--- src/rtl/move_cmd_pkg.sv ---
// Shared command codes and auto-repeat state encoding for move_cmd_gen.
package move_cmd_pkg;

  localparam logic [1:0] CMD_NONE  = 2'b00;
  localparam logic [1:0] CMD_LEFT  = 2'b01;
  localparam logic [1:0] CMD_RIGHT = 2'b10;
  localparam logic [1:0] CMD_FALL  = 2'b11;

  typedef enum logic [1:0] {
    StIdle   = 2'b00,
    StDelay  = 2'b01,
    StRepeat = 2'b10
  } rpt_state_e;

endpackage

--- src/rtl/btn_debounce.sv ---
// Two-flop synchronizer followed by a counter debouncer; the output level
// follows the input only after DEB_CYCLES consecutive differing samples.
module btn_debounce #(
  parameter logic [15:0] DEB_CYCLES = 16'd50000
) (
  input  logic clk_i,
  input  logic rst_ni,
  input  logic btn_i,
  output logic level_o
);

  logic        sync1_q, sync2_q, level_q;
  logic [15:0] cnt_q;
  logic        cnt_done;

  // Widened compare keeps DEB_CYCLES of 0 or 1 meaning "accept immediately".
  assign cnt_done = ({1'b0, cnt_q} + 17'd1) >= {1'b0, DEB_CYCLES};

  always_ff @(posedge clk_i or negedge rst_ni) begin
    if (!rst_ni) begin
      sync1_q <= 1'b0;
      sync2_q <= 1'b0;
      level_q <= 1'b0;
      cnt_q   <= '0;
    end else begin
      sync1_q <= btn_i;
      sync2_q <= sync1_q;
      if (sync2_q == level_q) begin
        cnt_q <= '0;
      end else if (cnt_done) begin
        level_q <= sync2_q;
        cnt_q   <= '0;
      end else begin
        cnt_q <= cnt_q + 16'd1;
      end
    end
  end

  assign level_o = level_q;

endmodule

--- src/rtl/move_cmd_gen.sv ---
// Merges debounced buttons and keyboard levels into a one-entry move command buffer.
// Auto-repeat of left/right is built only when MOVE_CMD_AUTOREPEAT_EN is defined.
module move_cmd_gen
  import move_cmd_pkg::*;
#(
  parameter logic [15:0] DEB_CYCLES = 16'd50000,
  parameter logic [23:0] DAS_CYCLES = 24'd10000000,
  parameter logic [23:0] ARR_CYCLES = 24'd2500000
) (
  input  logic       clk,
  input  logic       rst,
  input  logic       btn_l,
  input  logic       btn_r,
  input  logic       btn_c,
  input  logic       key_left,
  input  logic       key_right,
  input  logic       key_fall,
  output logic       cmd_valid,
  output logic [1:0] cmd,
  input  logic       cmd_ack,
  output logic       cmd_drop
);

  // Per-direction vectors are ordered {fall, right, left}.
  logic [2:0] deb_lvl, lvl_d, lvl_q, prev_q, arm_q, press_q;
  logic [1:0] rpt_evt;

  btn_debounce #(.DEB_CYCLES(DEB_CYCLES)) u_deb_l (
    .clk_i(clk), .rst_ni(rst), .btn_i(btn_l), .level_o(deb_lvl[0])
  );
  btn_debounce #(.DEB_CYCLES(DEB_CYCLES)) u_deb_r (
    .clk_i(clk), .rst_ni(rst), .btn_i(btn_r), .level_o(deb_lvl[1])
  );
  btn_debounce #(.DEB_CYCLES(DEB_CYCLES)) u_deb_c (
    .clk_i(clk), .rst_ni(rst), .btn_i(btn_c), .level_o(deb_lvl[2])
  );

  assign lvl_d = deb_lvl | {key_fall, key_right, key_left};

  // arm_q stays low until a direction is seen released, so a level held
  // through reset never looks like a fresh press.
  always_ff @(posedge clk or negedge rst) begin
    if (!rst) begin
      lvl_q   <= '0;
      prev_q  <= '0;
      arm_q   <= '0;
      press_q <= '0;
    end else begin
      lvl_q   <= lvl_d;
      prev_q  <= lvl_q;
      arm_q   <= arm_q | ~lvl_d;
      press_q <= lvl_q & ~prev_q & arm_q;
    end
  end

`ifdef MOVE_CMD_AUTOREPEAT_EN
  rpt_state_e  state_q, state_d;
  logic [23:0] cnt_q, cnt_d;
  logic        dir_q, dir_d;  // 0 = left, 1 = right
  logic        held, both, das_done, arr_done;

  always_comb begin
    both     = lvl_q[0] & lvl_q[1];
    held     = dir_q ? lvl_q[1] : lvl_q[0];
    das_done = ({1'b0, cnt_q} + 25'd1) >= {1'b0, DAS_CYCLES};
    arr_done = ({1'b0, cnt_q} + 25'd1) >= {1'b0, ARR_CYCLES};
    state_d  = state_q;
    cnt_d    = cnt_q;
    dir_d    = dir_q;
    rpt_evt  = '0;
    unique case (state_q)
      StIdle: begin
        if ((press_q[0] | press_q[1]) && !both) begin
          state_d = StDelay;
          cnt_d   = '0;
          dir_d   = ~press_q[0];
        end
      end
      StDelay: begin
        if (!held || both) begin
          state_d = StIdle;
          cnt_d   = '0;
        end else if (das_done) begin
          state_d          = StRepeat;
          cnt_d            = '0;
          rpt_evt[dir_q]   = 1'b1;
        end else begin
          cnt_d = cnt_q + 24'd1;
        end
      end
      StRepeat: begin
        if (!held || both) begin
          state_d = StIdle;
          cnt_d   = '0;
        end else if (arr_done) begin
          cnt_d          = '0;
          rpt_evt[dir_q] = 1'b1;
        end else begin
          cnt_d = cnt_q + 24'd1;
        end
      end
      default: begin
        state_d = StIdle;
        cnt_d   = '0;
      end
    endcase
  end

  always_ff @(posedge clk or negedge rst) begin
    if (!rst) begin
      state_q <= StIdle;
      cnt_q   <= '0;
      dir_q   <= 1'b0;
    end else begin
      state_q <= state_d;
      cnt_q   <= cnt_d;
      dir_q   <= dir_d;
    end
  end
`else
  assign rpt_evt = '0;
  logic unused_params;
  assign unused_params = ^{DAS_CYCLES, ARR_CYCLES};
`endif

  logic [2:0] evt;
  logic       load_ok, multi, valid_q, valid_d, drop_q, drop_d;
  logic [1:0] sel, cmd_q, cmd_d;

  always_comb begin
    evt     = {press_q[2], press_q[1] | rpt_evt[1], press_q[0] | rpt_evt[0]};
    load_ok = ~valid_q | cmd_ack;
    multi   = (evt[0] & evt[1]) | (evt[0] & evt[2]) | (evt[1] & evt[2]);
    sel     = CMD_NONE;
    if (evt[2])      sel = CMD_FALL;
    else if (evt[0]) sel = CMD_LEFT;
    else if (evt[1]) sel = CMD_RIGHT;
    valid_d = valid_q;
    cmd_d   = cmd_q;
    drop_d  = drop_q | multi | ((|evt) & ~load_ok);
    if ((|evt) && load_ok) begin
      valid_d = 1'b1;
      cmd_d   = sel;
    end else if (valid_q && cmd_ack) begin
      valid_d = 1'b0;
      cmd_d   = CMD_NONE;
    end
  end

  always_ff @(posedge clk or negedge rst) begin
    if (!rst) begin
      valid_q <= 1'b0;
      cmd_q   <= CMD_NONE;
      drop_q  <= 1'b0;
    end else begin
      valid_q <= valid_d;
      cmd_q   <= cmd_d;
      drop_q  <= drop_d;
    end
  end

  assign cmd_valid = valid_q;
  assign cmd       = cmd_q;
  assign cmd_drop  = drop_q;

endmodule

--- config.mk ---
export PLATFORM = sky130hd
export DESIGN_NAME = move_cmd_gen
export DESIGN_NICKNAME = d
export VERILOG_FILES = /design/src/rtl/move_cmd_pkg.sv /design/src/rtl/btn_debounce.sv /design/src/rtl/move_cmd_gen.sv
export SDC_FILE = /design/constraint.sdc
export NUM_CORES = 1
export LEC_CHECK = 0
export ABC_AREA = 1
export BUFFER_PORTS_ARGS = -buffer_cell sky130_fd_sc_hd__buf_4
export CAP_MARGIN = 0
export CORE_ASPECT_RATIO = 0.5
export CORE_MARGIN = 5
export CORE_UTILIZATION = 50
export DETAILED_ROUTE_END_ITERATION = 12
export PLACE_DENSITY_LB_ADDON = 0.15
export SETUP_SLACK_MARGIN = 0.05
export SLEW_MARGIN = 20
export SYNTH_ARGS = -nofsm -noshare
export SYNTH_HDL_FRONTEND = slang
export SYNTH_SLANG_ARGS = --single-unit
--- constraint.sdc ---
create_clock -name clk -period 3.05 [get_ports clk]
set_input_delay 0.915 -clock clk [delete_from_list [all_inputs] [get_ports clk]]
set_output_delay 0.915 -clock clk [all_outputs]
set_load 0.01 [all_outputs]
# [Word-level counts from Yosys, hierarchy flattened]
# Cells that the tools add are included.
[totals] regBits=73 output_inout_bits=4 wordCells=71 inputBits=9
[op_classes] bitwise_logic=20 n_eq_ne=3 order_cmp=3 n_addsub=6 muxes=13 reduce_logical=7
[ops] op="two-way mux 16 bit" n=6
[ops] op="adder 16 x 1 -> 17 bit, second input constant" n=3
[ops] op="greater-or-equal comparator 17 x 16 -> 1 bit, second input constant" n=3
[ops] op="adder 16 x 1 -> 16 bit, second input constant" n=3
[ops] op="two-way mux 2 bit" n=5
[ops] op="AND 3 bit" n=2
[ops] op="inverter 3 bit" n=2
[ops] op="OR 3 bit" n=2
[ops] op="AND reduction 2 bit" n=3
[ops] op="inverter 1 bit" n=5
[ops] op="OR 1 bit" n=5
[ops] op="AND 1 bit" n=4
[ops] op="equality test 1 bit" n=3
[ops] op="OR reduction 3 bit" n=1
[ops] op="logical AND 1 bit" n=2
[ops] op="two-way mux 1 bit" n=2
[ops] op="nonzero test 2 bit" n=1

# [Longest topological paths before layout]
[depth] ltp_word=5 ltp_mapped=14 depth_no_buf=14

# [By module]
# From an unflattened synthesis, not the netlist that was laid out.
[hier_totals] cells_unflattened=510 area_unflattened_um2=4166.5
[modules_own_cells] module="btn_debounce" seq_area_each_um2=475.5 cells_per_inst=153 instances=3 area_each_um2=1202.4
[modules_own_cells] module="move_cmd_gen" seq_area_each_um2=400.4 cells_per_inst=51 instances=1 area_each_um2=559.3

# [Worst setup path after synthesis]
# OpenSTA, ideal clock, no wires.
[synth_path] kind="reg2reg" start="register u_deb_l.cnt_q[0]" end="register u_deb_l.cnt_q[7]" synth_period_minus_slack_ns=1.819 setup_time_ns=0.123 arrival_time_ns=1.697 n_path_buf=1 stages_incl_launch_ff=14 slack_ns=1.231 required_ns=2.927 cell_sequence="dfrtp_1 -> ha_1 -> nand2_1 -> nor2_2 -> nand2_1 -> nand2_1 -> nand2_1 -> nor2_1 -> nand2_1 -> nor2_1 -> nand2_1 -> nand3_4 -> buf_6 -> nor2_2"
[synth_via] elab_chain_cells=4 word_cells_on_any_way=5 cone_classes="2 x add/sub; 1 x order compare; 2 x mux"
[synth_lines] item="from (decl)" line_no="btn_debounce.sv:13" rtl="logic [15:0] cnt_q;"
[synth_lines] item="from (signal assigned)" line_no="btn_debounce.sv:34" rtl="cnt_q <= cnt_q + 16'd1;"
[synth_lines] item="adder 16 x 1 -> 17 bit" line_no="btn_debounce.sv:17" rtl="assign cnt_done = ({1'b0, cnt_q} + 17'd1) >= {1'b0, DEB_CYCLES};"
[synth_lines] item="greater-or-equal comparator 17 x 16 -> 1 bit" line_no="btn_debounce.sv:17"
[synth_lines] item="two-way mux 16 bit *" line_no="btn_debounce.sv:30" rtl="end else if (cnt_done) begin"
[synth_lines] item="two-way mux 16 bit *" line_no="btn_debounce.sv:28" rtl="if (sync2_q == level_q) begin"
# Mark *: on every way between the ends. The rest lies on a longest branch, timed or not.
# A chain may end at the register's enable or synchronous reset.

# [Final worst setup path]
[layout_path] start="register u_deb_c.cnt_q[0]" end="register u_deb_c.cnt_q[3]"
[layout_via] elab_chain_cells=4 word_cells_on_any_way=5 cone_classes="2 x add/sub; 1 x order compare; 2 x mux"
[layout_lines] item="from (decl)" line_no="btn_debounce.sv:13"
[layout_lines] item="from (signal assigned)" line_no="btn_debounce.sv:34"
[layout_lines] item="adder 16 x 1 -> 17 bit" line_no="btn_debounce.sv:17"
[layout_lines] item="greater-or-equal comparator 17 x 16 -> 1 bit" line_no="btn_debounce.sv:17"
[layout_lines] item="two-way mux 16 bit *" line_no="btn_debounce.sv:30"
[layout_lines] item="two-way mux 16 bit *" line_no="btn_debounce.sv:28"
# Marks and branches as above.

==> results.json <==
{
  "critical-path-top-delay-family": "simple AND/OR/NAND/NOR gates",
  "nNetsFinal": 555,
  "clock_sink_count": 73,
  "synth.top_cell.area_share_pct": 45.91,
  "p_per_area_nw_per_um2": 478.7,
  "drv_cap": 0,
  "syn_inst": 523,
  "grt_max_degree": 64,
  "tritoncts": "yes",
  "synth-edff-count": 0,
  "yosys-top-cells-area": "dfrtp_1 (46%), nand2_1 (13%), nor2_1 (7.9%), inv_1 (6.9%), nand3_1 (5.0%)",
  "synth_top_family_by_area": "simple AND/OR/NAND/NOR gates",
  "synthSimpleGateAreaFrac_pct": 40.03,
  "hold_class": "flip-flop to flip-flop",
  "grt_antenna_before_repair": 0,
  "grt_usage_pct": 16.67,
  "dr.pass1.iters": 5,
  "setup_viol": 0,
  "pin_count": 13,
  "yosysTopAreaCell": "dfrtp_1",
  "fmax_mhz": 482.1,
  "syn_area_um2": 3979,
  "rows": 23,
  "h-tree-depth": 3,
  "grt_pass1_vias": 3097,
  "vias_per_cell": 4.750,
  "grt_first_pass_wirelength_mm": 13.11,
  "cts_max_path_buffers": 2,
  "crit_chain": "ha_1 -> nand3_1 -> nor2_2 -> nor2_1 -> nor2_1 -> nand2_1 -> a21oi_1 -> nand3_1 -> nand3_4 -> nor2_1",
  "remaining_drc_errors": 0,
  "coreArea_um2": 7885,
  "synthAdderAreaFrac_pct": 0.9434,
  "clock_latency_ns": 0.33,
  "ys_top_cells_by_count": "nand2_1 (141), nor2_1 (84), dfrtp_1 (73), inv_1 (73), nand3_1 (40)",
  "max-slew-margin-rel_pct": 77.97,
  "grt-ovfl-total": 0,
  "rsz0062_at_grt": "false",
  "critPathSlowestCell": "dfrtp_1",
  "drtIter0Drc": 143,
  "yosys.cell_types.count": 29,
  "cts_made_buffers": 9,
  "status": "finished, final reports clean",
  "async_reset_ff_share_pct": 100.0,
  "synthXorXnorAreaFrac_pct": 2.862,
  "fin_crit_sh_pct": 68.01,
  "min_period_ns": 2.074,
  "routedWlPerCell_um": 10.83,
  "die_h_um": 73.08,
  "end_kind": "flip-flop",
  "routed_wl_mm": 7.148,
  "syn2layout_area_growth_pct": 12.64,
  "io_buffers": 12,
  "initial_utilization_pct": 50.46,
  "synth.most_common_cell": "nand2_1",
  "placed_area_um2": 4184,
  "stdcell_count": 660,
  "placed_cells": 644,
  "path_clk_slew_ns": 0.05,
  "n_antenna_cell": 0,
  "worst-path-max-fanout": 16,
  "clockRootBuffer": "clkbuf_16",
  "ys.flop_type": "dfrtp_1",
  "cts_resized": 0,
  "post-route-util_pct": 56.84,
  "tightest_slew_ns": 0.3304,
  "die_w_um": 136.2,
  "die_area_um2": 9950,
  "synth_area_per_cell_um2": 7.608,
  "ys_warn_count": 0,
  "cts_setup_buffers": 0,
  "hpwl_mm": 5.214,
  "drtAntennaViolNets": 0,
  "crit_type": "flip-flop to flip-flop",
  "maxSlewViolCount": 0,
  "ir_drop_uv": 245.5,
  "seq_area_frac_synth_pct": 45.91,
  "drive_gt1_share_pct": 14.23,
  "cp_common_cell": "nor2_1",
  "max_stage_delay_ns": 0.40,
  "fin_setup_tns_ns": 0,
  "final_cell_area_um2": 4482,
  "gp_congestion": 0.8455,
  "cts_hold_buf": 0,
  "synth_mux_area_share_pct": 0,
  "start_kind": "flip-flop",
  "leakage_nw": 2.069,
  "fin_worst_skew_ns": 0.007590,
  "hold_viol": 0,
  "crit_arrival_ns": 2.28,
  "synth_nets": 535,
  "ys_seq_elements": 73,
  "cp.buffers_inverters": 0,
  "crit_required_ns": 3.25,
  "route.vias.total": 3135,
  "synth_compound_area_share_pct": 2.233
}
logic make-up after synthesis:
family / count (synthesis)
simple gates: 342
buf+inv: 77
flops: 73
compound gates: 15
xor+xnor: 13
fa+ha+maj: 3
layout make-up:
class	instances	area, um2
Sequential cell	73	1827
Timing Repair Buffer	13	110.1
Clock buffer	11	242.7
Multi-Input combinational cell	373	1833
Fill cell	756	3403
Tap cell	112	140.1
Inverter	73	274.0
Clock inverter	5	55.05
routing by layer:
metal | vias up | wire, um | global-route usage [%]
met1 | 1418 | 3381 | 19.63
met3 | 17 | 248 | 4.752
met2 | 47 | 3365 | 28.88
met5 | - | 0 | 0
met4 | 0 | 153 | 7.263
li1 | 1653 | - | -
path summary, 6_finish.rpt:
| check | depth (start not counted) | start | to | slack, ns |
|---|---|---|---|---|
| max | 10 | u_deb_c.cnt_q[0] | u_deb_c.cnt_q[3] | 0.98 |
| min | 0 | u_deb_r.sync1_q | u_deb_r.sync2_q | 0.35 |
| max reg2reg | 10 | u_deb_c.cnt_q[0] | u_deb_c.cnt_q[3] | 0.98 |
| min reg2reg | 0 | u_deb_r.sync1_q | u_deb_r.sync2_q | 0.35 |
| max in group asynchronous | 2 | rst | u_deb_c.cnt_q[12] | 2.08 |
| min in group asynchronous | 1 | rst | u_deb_r.cnt_q[9] | 0.41 |
metrics by stage:
stage	hold WS, ns	setup WS, ns	power (W)
after detailed placement	0.3373	0.9815	0.001129
after global placement	0.3322	1.032	0.001127
after global routing	0.3534	0.7189	0.002240
after CTS	0.3495	0.9498	0.002186
after floorplan	0.3312	1.231	0.001082
final	0.3467	0.9756	0.002145
sequential cells by signal, indices dropped and copies added (netlist names), 2 cells and up:
name and flops:
u_deb_c.cnt_q 16, u_deb_l.cnt_q 16, u_deb_r.cnt_q 16, arm_q 3, evt 3, lvl_q 3, prev_q 3, cmd 2
worst register-to-register path, delay by kind of cell (launching register included):
kind,cells,cell delay (ns)
flops,1,0.40
compound gates,1,0.21
fa+ha+maj,1,0.22
simple gates,8,1.11
where the power goes:
| part | total [W] | internal, W | switching (W) |
|---|---|---|---|
| clock network | 0.00104 | 0.000652 | 0.000385 |
| registers | 0.00101 | 0.000994 | 0.0000190 |
| logic | 0.0000949 | 0.0000365 | 0.0000585 |
cell usage in the layout, fill, tap and decap left out, types with 2 or more instances in the layout:
| cell type | count |
|---|---|
| nor3_1 | 3 |
| inv_1 | 73 |
| clkbuf_16 | 9 |
| nand2_2 | 9 |
| nor2_4 | 4 |
| a21oi_1 | 4 |
| or2_2 | 3 |
| clkinv_2 | 2 |
| nand3b_1 | 6 |
| nand3_1 | 40 |
| o22ai_1 | 2 |
| clkinvlp_4 | 2 |
| ha_1 | 3 |
| xnor2_1 | 4 |
| and2_1 | 3 |
| nand3_4 | 3 |
| nand4_1 | 16 |
| xor2_1 | 9 |
| nor2_2 | 28 |
| o21ai_0 | 5 |
| buf_4 | 12 |
| nor2_1 | 84 |
| dfrtp_1 | 73 |
| nand2_1 | 141 |
No activity file was read; power rests on OpenSTA's default activity.
